File: config.mk
export PLATFORM = sky130hd
export DESIGN_NAME = serial_adder
export DESIGN_NICKNAME = d
export VERILOG_FILES = /design/src/rtl/serial_adder.sv
export SDC_FILE = /design/constraint.sdc
export NUM_CORES = 1
export LEC_CHECK = 0
export ABC_AREA = 1
export BUFFER_PORTS_ARGS = -buffer_cell sky130_fd_sc_hd__buf_2
export CORE_MARGIN = 1.5
export CORE_UTILIZATION = 40
export DETAILED_ROUTE_END_ITERATION = 16
export PLACE_DENSITY = 0.62
export SLEW_MARGIN = 10
export SYNTH_ARGS = -nofsm -noshare
export SYNTH_HDL_FRONTEND = slang
export SYNTH_SLANG_ARGS = --single-unit
File: constraint.sdc
create_clock -name clk -period 2.3 [get_ports clk]
set_input_delay 0.115 -clock clk [delete_from_list [all_inputs] [get_ports clk]]
set_output_delay 0.115 -clock clk [all_outputs]
set_load 0.01 [all_outputs]
File: src/rtl/serial_adder.sv
// Bit-serial adder (LSB first); SERIAL_ADDER_SUB_EN adds the subtract-select port sub.
// Latency: start sampled at edge k -> done high in the cycle after edge k+WIDTH.
// Backpressure: none; start is ignored while busy, and a back-to-back start is accepted in DONE.
module serial_adder #(
   parameter int WIDTH = 4
) (
   input  logic             clk,
   input  logic             rst,
   input  logic             start,
   input  logic [WIDTH-1:0] a,
   input  logic [WIDTH-1:0] b,
   input  logic             cin,
`ifdef SERIAL_ADDER_SUB_EN
   input  logic             sub,
`endif
   output logic [WIDTH-1:0] sum,
   output logic             cout,
   output logic             busy,
   output logic             done
);

   localparam int CW = $clog2(WIDTH) + 1;
   localparam logic [CW-1:0] LAST = CW'(WIDTH - 1);

   typedef enum logic [1:0] {IDLE, SHIFT, DONE} state_t;

   state_t           state, state_nxt;
   logic [WIDTH-1:0] ra, rb, res;
   logic [CW-1:0]    cnt;
   logic             carry, cin_q;
   logic [WIDTH-1:0] b_eff;
   logic             cin_eff;
   logic             ci, s, co, last;

`ifdef SERIAL_ADDER_SUB_EN
   // Subtraction is a + ~b + ~cin, so cin=0 gives a-b and cout=1 means no borrow.
   assign b_eff   = sub ? ~b : b;
   assign cin_eff = sub ? ~cin : cin;
`else
   assign b_eff   = b;
   assign cin_eff = cin;
`endif

   assign ci   = (cnt == '0) ? cin_q : carry;
   assign s    = ra[0] ^ rb[0] ^ ci;
   assign co   = (ra[0] & rb[0]) | (ci & (ra[0] ^ rb[0]));
   assign last = (cnt == LAST);
   assign busy = (state == SHIFT);
   assign done = (state == DONE);

   always_ff @(posedge clk or posedge rst) begin
      if (rst) state <= IDLE;
      else     state <= state_nxt;
   end

   always_comb begin
      state_nxt = state;
      case (state)
         IDLE:    if (start) state_nxt = SHIFT;
         SHIFT:   if (last)  state_nxt = DONE;
         DONE:    state_nxt = start ? SHIFT : IDLE;
         default: state_nxt = IDLE;
      endcase
   end

   always_ff @(posedge clk or posedge rst) begin
      if (rst) begin
         ra    <= '0;
         rb    <= '0;
         res   <= '0;
         cnt   <= '0;
         carry <= 1'b0;
         cin_q <= 1'b0;
         sum   <= '0;
         cout  <= 1'b0;
      end else begin
         case (state)
            IDLE, DONE: begin
               if (start) begin
                  ra    <= a;
                  rb    <= b_eff;
                  cin_q <= cin_eff;
                  cnt   <= '0;
                  carry <= 1'b0;
               end
            end
            SHIFT: begin
               // Result fills from the top so bit 0 lands at the LSB after WIDTH shifts.
               res   <= {s, res[WIDTH-1:1]};
               ra    <= {1'b0, ra[WIDTH-1:1]};
               rb    <= {1'b0, rb[WIDTH-1:1]};
               carry <= co;
               cnt   <= cnt + CW'(1);
               if (last) begin
                  sum  <= {s, res[WIDTH-1:1]};
                  cout <= co;
               end
            end
            default: ;
         endcase
      end
   end

endmodule

==> results.toml, run 1 <==
[place]
dp_hpwl_mm = 1.471
pre_cts_ws_ns = 0.6125
gp_congestion = 0.7290
numPortBuffers = 18

[finish]
fill_cells = 280
area_growth_pct = 13.60
regArea_sq_um = 575.6
multi_input_area_sq_um = 444.2
drive_gt1_share_pct = 28.00
num_antenna_cells = 0
utilization_pct = 47.78
fin_nets = 167

[sta]
holdWs_ns = 0.01456
finalCritPeriodShare_pct = 74.56
hold_violations = 0
slew-limit-headroom_pct = 42.92
finClkSkew_ns = 0.007117
tns_ns = 0
slew_viol_final = 0
setup_viol = 0
rsz0062_at_grt = "false"
max_freq_mhz = 583.1
tightest_slew_ns = 0.8553
period_needed_ns = 1.715
finalWorstSetupSlack_ns = 0.5851

[power_and_ir_drop]
power.density_nw_per_um2 = 1356
ir_worst_vdd_mv = 0.7208
p_leak_nw = 0.7419

[cts]
cts_buffers = 3
cts_tree = "done"
htreeDepth = 1
cts.sinks = 23
clk_latency_ns = 0.31
cts_resized = 0
clk_transition_reported_paths_ns = 0.13
post_cts.repair.setup_buffers = 0
cts_root_buf = "clkbuf_4"
clockBufferDepth = 2

[logic_synthesis]
synth_top_cell_by_area = "dfrtp_1"
synth_edf_count = 0
synth_area_sq_um = 1150
ys_top_cells_by_count = "nand2_1 (37), dfrtp_1 (23), inv_1 (23), o21ai_0 (7)"
synth_cell_types = 19
synthMuxAreaShare_pct = 0
synthSimpleGateAreaFrac_pct = 25.79
ys.flop_type = "dfrtp_1"
synth_nets = 144
ys_seq_elements = 23
yosys-top-cells-area = "dfrtp_1 (50%), nand2_1 (12%), inv_1 (7.5%), nand3_2 (5.2%), ha_1 (3.3%)"
synth_top_family_by_area = "simple AND/OR/NAND/NOR gates"
synth-xor-area-share_pct = 0
async_flop_share_pct = 100.0
synthAdderAreaFrac_pct = 5.005
synth.most_common_cell = "nand2_1"
synth_cells = 128
synth-compound-area-share_pct = 7.835
ys_seq_area_share_pct = 50.05
syn_avg_cell_area_sq_um = 8.983
ys_warn_count = 0
synth_top_area_share_pct = 50.05

[grt]
grt_start_max_net_pins = 24
antenna_found_initial = 0
grt_use_total_pct = 14.24
grt_pass1_vias = 808
grt_pass1_wl_mm = 3.512
grt_overflow_total = 0

[route]
drc = 0
routed_wl_mm = 2.080
viasPerCell = 4.613
drt_iter0_drc = 15
wire_per_inst_um = 11.49
vias = 835
ant_nets = 0
first_pass_iters = 4

[floorplan]
coreArea_sq_um = 2734
pin_count = 19
die_area_sq_um = 3205
die_x_um = 56.62
start_util_pct = 42.06
num_rows = 19
die_y_um = 56.62

[critical_path]
critPathKind = "flip-flop to flip-flop"
crit_path_max_fanout = 3
critical_path.startpoint = "cnt[0]"
end_kind = "flip-flop"
r2r_start = "cnt[0]"
cp-start-kind = "flip-flop"
required_ns = 2.55
arrival_ns = 1.96

[run]
drv_cap = 0

[hold_path]
hold_path.class = "input port to flip-flop"
min-delay-start = "a[3]"

[outcome]
outcome = "finished, final reports clean"
[worst paths after layout]
kind	slack [ns]	cells past startpoint	to
setup / recovery	0.59	8	carry
hold / removal	0.01	3	ra[3]
setup reg to reg	0.59	8	carry
hold reg to reg	0.49	2	sum[0]
max in group asynchronous	1.27	3	ra[1]
min in group asynchronous	0.50	3	res[1]
[power breakdown]
group / leakage (nW) / switching (W) / internal (W)
registers: 0.288 / 0.000114 / 0.000593
clock network: 0.0177 / 0.000124 / 0.0000650
logic: 0.436 / 0.000543 / 0.000332
[cells by family (layout without fill, tap and decap cells)]
| family | Yosys count | after routing |
|---|---|---|
| AND/OR/NAND/NOR | 57 | 57 |
| buffers and inverters | 29 | 51 |
| flip-flops | 23 | 23 |
| AO/OA/AOI/OAI | 15 | 15 |
| adder cells (fa/ha/maj) | 4 | 4 |
[worst max-delay path: stages (launching register included)]
cell	delay [ns]
dfrtp_1	0.40
inv_1	0.11
ha_1	0.16
nand2_1	0.06
nand2_1	0.05
o21ai_0	0.10
fa_1	0.39
or2_2	0.31
o21ai_2	0.06
[routing by layer]
metal | up-vias | wire length (um) | global-route usage (%)
met5 | - | 0 | 0
met4 | 0 | 19 | 6.122
met3 | 2 | 72 | 2.304
met2 | 17 | 930 | 21.76
met1 | 382 | 1057 | 19.97
li1 | 434 | - | -
[metrics by stage]
step                      instance area [sq um]  cells  total power, W
final                                      1306    181        0.001771
after detailed placement                   1249    174        0.001609
after floorplan                            1150    128        0.001436
after global placement                     1249    174        0.001571
after CTS                                  1306    181        0.001808
after global routing                       1306    181        0.001948
[registers in the layout (all words and copies together) (netlist names)]
signal  count
ra          4
rb          4
sum         4
cnt         3
res         3
state       2
carry       1
cin_q       1
cout        1
[final cells by class]
class | count | share of cell area, %
Tap cell | 31 | 2.969
Clock inverter | 1 | 0.3831
Multi-Input combinational cell | 76 | 34.00
Inverter | 26 | 7.663
Timing Repair Buffer | 21 | 9.195
Sequential cell | 23 | 44.06
Clock buffer | 3 | 1.724
[placed cells by master (no fill, tap or decap), drive strengths merged]
cell	Yosys	final
buf	3	18
clkbuf	0	3
clkinv	0	1
dfrtp	23	23
dlygate4sd3	0	3
fa	1	1
ha	3	3
inv	26	26
nand2	41	41
nand3	12	12
nor2	2	2
o21ai	15	15
or2	2	2
[timing repair]
action	CTS	global route
hold endpoints to repair	15	0
hold buffers	3	0
setup endpoints to repair	0	0
Power figures use the tool's default switching activity.
==> run 2: changes to the inputs <==
- clock period: 2.3 -> 1.7 ns (I/O delays scaled with it)
==> run 2 against run 1 <==
  * Sequential cell count did not move
  * Combinational power rose by 45%
  * Via count rose by 3.2%
  * Cell area rose by 3.3%
  * Critical path type unchanged
==> results.toml, run 2 (same netlist as run 1, synthesis figures left out) <==
[sta]
slew_viol_final = 0
period_needed_ns = 1.584
rsz0062_at_grt = "false"
max_freq_mhz = 631.5
finalCritPeriodShare_pct = 93.15
slew-limit-headroom_pct = 80.49
setup_viol = 0
finClkSkew_ns = 0.004969
hold_violations = 0
tns_ns = 0
tightest_slew_ns = 0.2927

[finish]
layout_commonest_cell = "nand2_1"
top_regs = "ra x4, rb x4, sum x4"
fin_nets = 172
regArea_sq_um = 575.6
area_growth_pct = 17.30
drive_gt1_share_pct = 30.32
fill_cells = 261
num_antenna_cells = 0
layout_common_cells = "nand2_1 (37), inv_1 (23), dfrtp_1 (23)"
multi_input_area_sq_um = 446.7
design_area_sq_um = 1349

[cts]
cts_root_buf = "clkbuf_4"
clockBufferDepth = 2
clk_transition_reported_paths_ns = 0.13
cts_buffers = 3
cts.sinks = 23
htreeDepth = 1
clk_latency_ns = 0.30
post_cts.repair.setup_buffers = 0
cts_tree = "done"

[critical_path]
rr_endpoint = "carry"
arrival_ns = 1.83
r2r_setup_slack_ns = 0.12
crit_path_max_fanout = 2
cp_num_cells = 8
crit_buf_inv = 1
required_ns = 1.95
cp_slowest_cell = "dfrtp_1"
r2r_start = "cnt[1]"
critPathKind = "flip-flop to flip-flop"
path_common_cell = "nand2_1"
end_kind = "flip-flop"
path_cells = "inv_1 -> ha_1 -> nand2_1 -> nand2_1 -> o21ai_1 -> fa_2 -> or2_2 -> o21ai_2"
slowest_delay_ns = 0.40
rr_worst_depth = 8
path_delay_family = "adder cells"
cp-start-kind = "flip-flop"

[floorplan]
die_y_um = 56.62
coreArea_sq_um = 2734
die_x_um = 56.62
start_util_pct = 42.06
num_rows = 19
pin_count = 19
die_area_sq_um = 3205

[grt]
grt_pass1_wl_mm = 3.560
grt_start_max_net_pins = 24
grt_pass1_vias = 819
grt_overflow_total = 0
antenna_found_initial = 0
grt_use_total_pct = 13.97

[hold_path]
min-delay-start = "start"
hold_path.class = "input port to flip-flop"
whs_endpoint = "state[0]"
hold_depth = 3

[route]
routed_wl_mm = 2.029
drc = 0
viasPerCell = 4.634
drt_iter0_drc = 8
ant_nets = 0
first_pass_iters = 4
wire_per_inst_um = 10.91
vias = 862

[power_and_ir_drop]
power_w = 0.002464
power.density_nw_per_um2 = 1827
ir_worst_vdd_mv = 1.002
p_leak_nw = 0.7643

[place]
numPortBuffers = 18
gp_congestion = 0.7506
post_dp_cell_area_sq_um = 1279
dp_hpwl_mm = 1.487

[run]
drv_cap = 0

[outcome]
outcome = "finished, final reports clean"
## run 2: cell types whose count changed in the layout (fill, tap and decap cells not counted)
cell and change:
buf_4 +4, dlygate4sd3_1 +1, fa_1 -1, fa_2 +1, o21ai_0 -1, o21ai_1 +1
## run 2: metrics by stage
step           utilization [%]  std cells  setup slack, ns  hold slack [ns]
2_1_floorplan                -        128           0.1187          0.08692
3_3_place_gp             46.77        178           0.1041           0.1405
3_5_place_dp             46.77        178          0.07518           0.1416
4_1_cts                  49.24        186          0.04419          0.03144
5_1_grt                  49.34        186          0.02961          0.03124
6_report                 49.34        186           0.1165          0.03867
## run 2: worst max path at each step
stage	startpoint	endpoint	slack [ns]
final	cnt[1]	carry	0.12
after global routing	cnt[1]	res[3]	0.03
after CTS	cnt[1]	carry	0.04
after detailed placement	cnt[1]	carry	0.08
after global placement	cnt[1]	carry	0.10
after floorplan	cnt[0]	carry	0.12
## run 2: timing repair
| action | CTS | global route |
|---|---|---|
| resized for setup | 0 | 2 |
| setup endpoints to repair | 0 | 2 |
| endpoints found under the hold margin | 26 | 0 |
| hold buffers | 4 | 0 |
## run 2: report_power, final
part	switching, W	internal (W)	leakage [nW]
Combinational	0.000765	0.000508	0.459
Sequential	0.000135	0.000803	0.288
Clock	0.000166	0.0000876	0.0177
## run 2: layout make-up
class / instances / share of cell area (%)
inverter: 26 / 7.421
multi-input combinational: 76 / 33.12
clock buffer: 3 / 1.670
sequential: 23 / 42.67
timing repair buffer: 26 / 11.87
tap: 31 / 2.876
clock inverter: 1 / 0.3711
## run 2: tightest hold or removal path: stages
cell,delay (ns)
buf_2,0.11
nand2_4,0.06
o21ai_0,0.06
## run 2: layer usage
layer / share of wire, % / routed length (um) / vias to the layer above / global-route usage, %
met4: 0.94 / 19 / 0 / 2.041
li1: - / - / 443 / -
met1: 49 / 989 / 402 / 17.60
met3: 3.4 / 69 / 2 / 2.304
met5: 0 / 0 / - / 0
met2: 47 / 952 / 15 / 25.42
